File: src/rtl/riscv_mem_pkg.sv
// Shared types and encodings for the memory port arbiter.
package riscv_mem_pkg;

    localparam int unsigned ADDR_W   = 32;
    localparam int unsigned DATA_W   = 32;
    localparam int unsigned STREAK_W = 4;

    localparam logic [1:0] WIDTH_B = 2'd0;
    localparam logic [1:0] WIDTH_H = 2'd1;
    localparam logic [1:0] WIDTH_W = 2'd2;

    localparam logic OWNER_I = 1'b0;
    localparam logic OWNER_D = 1'b1;

    typedef enum logic {
        ARB_IDLE = 1'b0,
        ARB_BUSY = 1'b1
    } arb_state_t;

    // Request payload latched at grant and presented on port M.
    typedef struct packed {
        logic [ADDR_W-1:0] addr;
        logic [DATA_W-1:0] wdata;
        logic              write;
        logic              extend;
        logic [1:0]        width;
    } mem_req_t;

endpackage

File: src/rtl/mem_arb_pick.sv
// Combinational winner select: data first, fetch forced after a bounded D streak.
module mem_arb_pick
    import riscv_mem_pkg::*;
#(
    parameter int unsigned MAX_D_STREAK = 4
) (
    input  logic                i_req,
    input  logic                d_req,
    input  logic [STREAK_W-1:0] streak,
    output logic                grant_c,
    output logic                owner_c
);

    assign grant_c = i_req | d_req;
    assign owner_c = (d_req && (!i_req || (streak < STREAK_W'(MAX_D_STREAK)))) ? OWNER_D : OWNER_I;

endmodule

File: src/rtl/mem_port_arbiter.sv
// Two-requester arbiter/sequencer for the single req/ack memory port.
module mem_port_arbiter
    import riscv_mem_pkg::*;
#(
    parameter int unsigned MAX_D_STREAK = 4
) (
    input  logic              clk,
    input  logic              reset_n,
    input  logic              i_req,
    input  logic [ADDR_W-1:0] i_addr,
    output logic              i_ack,
    output logic [DATA_W-1:0] i_rdata,
    input  logic              d_req,
    input  logic [ADDR_W-1:0] d_addr,
    input  logic              d_write,
    input  logic [DATA_W-1:0] d_wdata,
    input  logic              d_extend,
    input  logic [1:0]        d_width,
    output logic              d_ack,
    output logic [DATA_W-1:0] d_rdata,
    output logic              m_req,
    output logic [ADDR_W-1:0] m_addr,
    output logic [DATA_W-1:0] m_wdata,
    output logic              m_write,
    output logic              m_extend,
    output logic [1:0]        m_width,
    input  logic              m_ack,
    input  logic [DATA_W-1:0] m_rdata,
    output logic              busy,
    output logic              owner
);

    arb_state_t          state;
    mem_req_t            req_q;
    logic [STREAK_W-1:0] streak;
    logic                grant_c;
    logic                pick_c;

    mem_arb_pick #(
        .MAX_D_STREAK(MAX_D_STREAK)
    ) u_pick (
        .i_req  (i_req),
        .d_req  (d_req),
        .streak (streak),
        .grant_c(grant_c),
        .owner_c(pick_c)
    );

    // Grant in IDLE, hold the latched request until the memory acknowledges.
    always_ff @(posedge clk) begin
        if (!reset_n) begin
            state  <= ARB_IDLE;
            owner  <= OWNER_I;
            req_q  <= '0;
            streak <= '0;
        end else begin
            case (state)
                ARB_IDLE: begin
                    if (grant_c) begin
                        state <= ARB_BUSY;
                        owner <= pick_c;
                        if (pick_c == OWNER_D) begin
                            req_q <= '{addr: d_addr, wdata: d_wdata, write: d_write,
                                       extend: d_extend, width: d_width};
                        end else begin
                            req_q <= '{addr: i_addr, wdata: '0, write: 1'b0,
                                       extend: 1'b0, width: WIDTH_W};
                        end
                    end
                    // Streak only counts D wins that actually made fetch wait.
                    if (!i_req) begin
                        streak <= '0;
                    end else if (pick_c == OWNER_D) begin
                        if (streak < STREAK_W'(MAX_D_STREAK)) begin
                            streak <= streak + STREAK_W'(1);
                        end
                    end else begin
                        streak <= '0;
                    end
                end
                ARB_BUSY: begin
                    if (m_ack) begin
                        state <= ARB_IDLE;
                    end
                end
            endcase
        end
    end

    assign busy     = (state == ARB_BUSY);
    assign m_req    = busy;
    assign m_addr   = req_q.addr;
    assign m_wdata  = req_q.wdata;
    assign m_write  = req_q.write;
    assign m_extend = req_q.extend;
    assign m_width  = req_q.width;

    // Completion is steered to the owner in the same cycle as m_ack.
    assign i_ack   = busy & m_ack & (owner == OWNER_I);
    assign d_ack   = busy & m_ack & (owner == OWNER_D);
    assign i_rdata = m_rdata;
    assign d_rdata = m_rdata;

endmodule

File: config.mk
export PLATFORM = sky130hd
export DESIGN_NAME = mem_port_arbiter
export DESIGN_NICKNAME = d
export VERILOG_FILES = /design/src/rtl/riscv_mem_pkg.sv /design/src/rtl/mem_arb_pick.sv /design/src/rtl/mem_port_arbiter.sv
export SDC_FILE = /design/constraint.sdc
export NUM_CORES = 1
export LEC_CHECK = 0
export BUFFER_PORTS_ARGS = -buffer_cell sky130_fd_sc_hd__buf_2
export CORE_MARGIN = 5
export CORE_UTILIZATION = 40
export DETAILED_ROUTE_END_ITERATION = 16
export GPL_TIMING_DRIVEN = 1
export PLACE_DENSITY = 0.91
export SETUP_SLACK_MARGIN = 0.5
export SLEW_MARGIN = 10
export SYNTH_ARGS = -nofsm -noshare
export SYNTH_HDL_FRONTEND = slang
export SYNTH_HIERARCHICAL = 1
export SYNTH_SLANG_ARGS = --single-unit
File: constraint.sdc
create_clock -name clk -period 3.4 [get_ports clk]
set_input_delay 0.68 -clock clk [delete_from_list [all_inputs] [get_ports clk]]
set_output_delay 0.68 -clock clk [all_outputs]
set_load 0.03 [all_outputs]
Yosys cells after proc, flatten, opt, wreduce, memory -nomap -nowiden:

Cells that the tools add are included.

* output and inout bits: 137
* ROM bits: 0
* bits in writable memories: 0
* bits in registers: 74
* memories: 0
* latch bits: 0

* multiply operators: 0
* mux-type cells: 8
* shifts and indexed selects: 0
* bitwise gates (word level): 6
* divide/modulo/power cells: 0
* magnitude comparators: 1
* add/sub/neg operators: 1
* eq/ne operators: 1
* reductions and logical operators: 5

Operator list (count)
* 68-bit two-way mux: 1
* 4-bit two-way mux: 3
* 4-bit by 1-bit adder with 4-bit output, second input constant: 1
* 4-bit by 3-bit less-than comparator with 1-bit output, second input constant: 1
* 2-bit AND reduction: 2
* 1-bit AND: 3
* 1-bit two-way mux: 3
* 3-bit by 2-bit != test with 1-bit output, second input constant: 1
* 1-bit NOT: 2
* 1-bit one-hot mux with 2 select lines: 1
* 1-bit logical AND: 1
* 1-bit logical NOT: 1
* 1-bit logical OR: 1
* 1-bit OR: 1

Depth between registers and ports, before layout:

* word-level depth: 6
* depth in mapped cells: 7

Modules after synthesis:

Netlist, hierarchy kept.

By module, submodules not included
* mem_port_arbiter: seq. area each 1481.4 µm², area each 3662.3 µm², cells each 400, times used 1
* mem_arb_pick: seq. area each 0.0 µm², area each 17.5 µm², cells each 3, times used 1

Worst setup path after synthesis:

Ideal clock, no wire load.

* path kind: input-to-output
* from: input m_ack
* to: output i_ack
* arrival time: 1.134 ns
* slack: 1.586 ns
* buffers on the path: 0
* required time: 2.720 ns
* cell stages on the path: 2
* cells stage by stage: nand2_1 > nor2_1

* word-level cells in the longest chain between the ends: 2

RTL lines
* start, declared: RTL line mem_port_arbiter.sv:27 `input logic m_ack,`
* 1-bit AND (2 in series): RTL line mem_port_arbiter.sv:99 `assign i_ack = busy & m_ack & (owner == OWNER_I);`
* end, declared: RTL line mem_port_arbiter.sv:11 `output logic i_ack,`

No other way between the ends.

Final worst setup path:

* from: register state, in the netlist busy
* to: output i_ack

* word-level cells in the longest chain between the ends: 2

RTL lines
* start, declared: RTL line mem_port_arbiter.sv:33 `arb_state_t state;`
* start signal, assigned: RTL line mem_port_arbiter.sv:52 `state <= ARB_IDLE;`
* start signal, assigned: RTL line mem_port_arbiter.sv:60 `state <= ARB_BUSY;`
* start signal, assigned: RTL line mem_port_arbiter.sv:83 `state <= ARB_IDLE;`
* 1-bit AND (2 in series): RTL line mem_port_arbiter.sv:99

No other way between the ends.

==> tab_implementation.tex <==
\begin{tabular}{lr}
\hline
Metric & Value \\
\hline
\multicolumn{2}{l}{\textbf{Setup path}} \\
CP max FO & 10 \\
CP Capture Type & output port \\
Type of element launching the critical path & flip-flop \\
Crit. Startpoint & busy \\
Setup crit end & i\_ack \\
Critical path arrival & approximately 1.3 ns \\
Critical setup path kind & reg2out \\
Required time of the worst setup path & 2.72 ns \\
Worst-case register-to-register setup slack & 1.73 ns \\
Launching point of the worst reg2reg path & busy \\
Worst-case reg-to-reg path depth & 4 \\
FF-to-FF End & m\_wdata[30] \\
\multicolumn{2}{l}{\textbf{Timing}} \\
Final TNS setup & 0 ns \\
Final worst path period share & 0.5870 \\
Maximum operating frequency & 501.0 MHz \\
Time the worst path needs with I/O delays and setup & 1.996 ns \\
Actual transition at the worst max-transition pin & 0.6191 ns \\
Remaining max-slew budget at the tightest pin & 0.5873 \\
Count of final hold-check violations & 0 \\
Final count of pins violating max slew & 0 \\
Unrepaired setup endpoints after global routing & false \\
Worst-case clock skew & 0.01041 ns \\
Worst path setup slack after routing & 1.404 ns \\
Setup violation total in the final timing report & 0 \\
\multicolumn{2}{l}{\textbf{Placed design}} \\
Cell total after placement & 602 \\
Count of buffers inserted at the top-level ports & 177 \\
Worst setup timing slack at the placement stage & about 1.4 ns \\
Sum of net half-perimeters after detailed placement & between 7000 and 8000 um \\
Routability congestion estimate & 0.7869 \\
\multicolumn{2}{l}{\textbf{Drt}} \\
Detailed Route Iter0 Violations & 124 \\
WL met3 & $\sim$930 um \\
Number of iterations in the first detailed-routing pass & 4 \\
Total number of vias & 3085 \\
Wire length on met2 & about 5000 um \\
Final routed wirelength across all metal layers & 9824 um \\
ANT nets after route & 0 \\
Post-detailed-route DRC marker count & 0 \\
Length of routed wiring on met1 & 3446 um \\
Wire per inst & between 15 and 20 um \\
Uppermost signal routing layer after detailed routing & met4 \\
Via density per instance & 4.992 \\
\multicolumn{2}{l}{\textbf{Clock network}} \\
CTS tree & yes \\
Number of buffers on the longest clock path & 2 \\
Master cell of the clock root buffer & clkbuf\_8 \\
Cts hold-fix bufs & 0 \\
Source-to-sink clock delay at the later pin of the worst-skew pair & $\sim$0.33 ns \\
Post-CTS sizing & 0 \\
Number of clock sinks & 74 \\
TritonCTS buffer count & 9 \\
Clock transition at path regs & 0.08 ns \\
Number of buffers inserted to repair setup after CTS & 0 \\
H-tree depth & 3 \\
\multicolumn{2}{l}{\textbf{Final layout}} \\
Share of cells above drive strength 1 & 0.3984 \\
Area growth, synth to finish & 18.12\% \\
Net count reported at finish & 640 \\
Number of diodes added for antenna fixing & 0 \\
Final core occ & 0.4772 \\
Number of standard cells in the final layout excluding fillers & 618 \\
\multicolumn{2}{l}{\textbf{Synthesis}} \\
Most frequent cell after synthesis & dfxtp\_1 \\
Count of different cell masters after synthesis & 26 \\
Number of warnings reported in the yosys synthesis log & 6 \\
Mapped cell area & 3680 um2 \\
Most common flop cell mapped by yosys & dfxtp\_1 \\
Synth top area share & 0.4026 \\
Post-synthesis register bit count & 74 \\
Instance count of the mapped netlist & about 400 \\
Net count of the mapped netlist & 541 \\
Avg Synthesized Cell Area & 9.131 um2 \\
Cell taking the most area after synthesis & dfxtp\_1 \\
Area contributors post-synth & dfxtp\_1 (40\%), buf\_4 (13\%), o211a\_1 (9.0\%) \\
Number of enable flip-flop cells after synthesis & 0 \\
Synth cell count leaders & dfxtp\_1 (74), nand2\_1 (73), buf\_4 (66), nand3\_1 (35), o211a\_1 (33) \\
Share of synthesized area occupied by flip-flops and latches & 0.4026 \\
Proportion of synthesized flip-flops having asynchronous set or reset & 0 \\
\multicolumn{2}{l}{\textbf{Floorplan}} \\
DIE HEIGHT & $\sim$110 um \\
I/O pin count & 274 \\
Initial core utilization & 0.4040 \\
Area of the placeable core & between 9000 and 10000 um2 \\
Area of the die & around 11000 um2 \\
Std cell rows & 35 \\
DIE WIDTH & about 110 um \\
\multicolumn{2}{l}{\textbf{Power}} \\
Total power of the final layout & 2.323 mW \\
Static leakage & $\sim$2.4 nW \\
Worst vdd rail ir drop & 277.7 uV \\
Pwr per Cell Area & about 530 nW/um2 \\
\multicolumn{2}{l}{\textbf{GRT}} \\
Initial antenna violation count & 0 \\
First-pass GRT wire length & 15480 um \\
Pin count of the biggest net entering global routing & 68 \\
Overflow after GRT & 0 \\
Number of global-route vias before repair & 3181 \\
Total routing usage reported by global routing & 0.1700 \\
\multicolumn{2}{l}{\textbf{Run status}} \\
Run status & finished clean \\
\multicolumn{2}{l}{\textbf{Min path}} \\
Worst hold start & m\_wdata[12] \\
Min-delay worst type & reg2reg \\
\multicolumn{2}{l}{\textbf{Job}} \\
Count of maximum capacitance violations & 0 \\
\hline
\end{tabular}
==> through the flow <==
stage	cell area [um2]	hold slack, ns
2_1_floorplan	3680	0.4309
3_3_place_gp	4080	0.4391
3_5_place_dp	4080	0.4428
4_1_cts	4347	0.4542
5_1_grt	4347	0.4755
6_report	4347	0.4530
==> cells by family (layout without fill, tap and decap cells) <==
family	after synthesis	after routing	synth area share
mux	32	32	0.08705
flops	74	74	0.4026
fa+ha+maj	1	1	0.003400
buf+inv	97	201	0.1867
simple gates	123	123	0.1462
compound gates	76	76	0.1741
==> where the power goes <==
| part | internal, mW | switching (mW) |
|---|---|---|
| Sequential | 0.929 | 0.0357 |
| Combinational | 0.169 | 0.289 |
| Clock | 0.582 | 0.318 |
| Total | 1.68 | 0.643 |
==> worst max-delay path: stages (launching register included) <==
cell and delay, ns:
dfxtp_1 0.58, nand2_1 0.09, nor2_1 0.10, buf_2 0.21
==> cells in the final DEF (no fill, tap or decap) <==
master / Yosys / routed
clkinv_2: 0 / 1
bufinv_16: 0 / 4
buf_4: 66 / 7
o21ai_1: 1 / 1
o21ai_0: 1 / 1
mux2i_1: 32 / 32
nor2_1: 4 / 4
nand3b_1: 2 / 2
dfxtp_1: 74 / 74
o22ai_1: 2 / 2
clkbuf_8: 0 / 10
buf_2: 12 / 177
o211a_1: 33 / 33
a21boi_0: 7 / 7
and3_1: 1 / 1
ha_1: 1 / 1
and2_2: 0 / 1
clkbuf_1: 9 / 1
inv_1: 1 / 1
nand2_1: 73 / 73
nand3_1: 35 / 35
nand2b_1: 3 / 3
nor2b_4: 0 / 1
and2_1: 2 / 1
a21boi_1: 30 / 30
or2_2: 1 / 1
a21oi_1: 2 / 2
or2_1: 1 / 1
==> sequential cells by signal, indices dropped and copies added, names as in the netlist <==
name,count
m_addr,32
m_wdata,32
streak,4
m_width,2
busy,1
m_extend,1
m_write,1
owner,1
==> how the worst min path moves through the flow <==
stage / end / depth (start not counted)
final: m_wdata[12] / 2
after floorplan: streak[3] / 2
after CTS: m_wdata[1] / 2
after global routing: m_wdata[13] / 2
after detailed placement: m_wdata[1] / 2
after global placement: m_wdata[24] / 2
==> final cells by class <==
cell class	count	area (um2)
well taps	111	138.9
fillers	852	4762
flip-flops and latches	74	1481
multi-input cells	232	1518
clock buffers	11	141.4
clock inverters	5	125.1
inverters	1	3.754
repair buffers	184	938.4
==> layer usage <==
metal / GRT usage / vias to the layer above
li1: - / 1500
met1: 0.1755 / 1390
met2: 0.2969 / 147
met3: 0.06254 / 48
met4: 0.09528 / 0
met5: 0 / -
No activity file was read; power rests on OpenSTA's default activity.
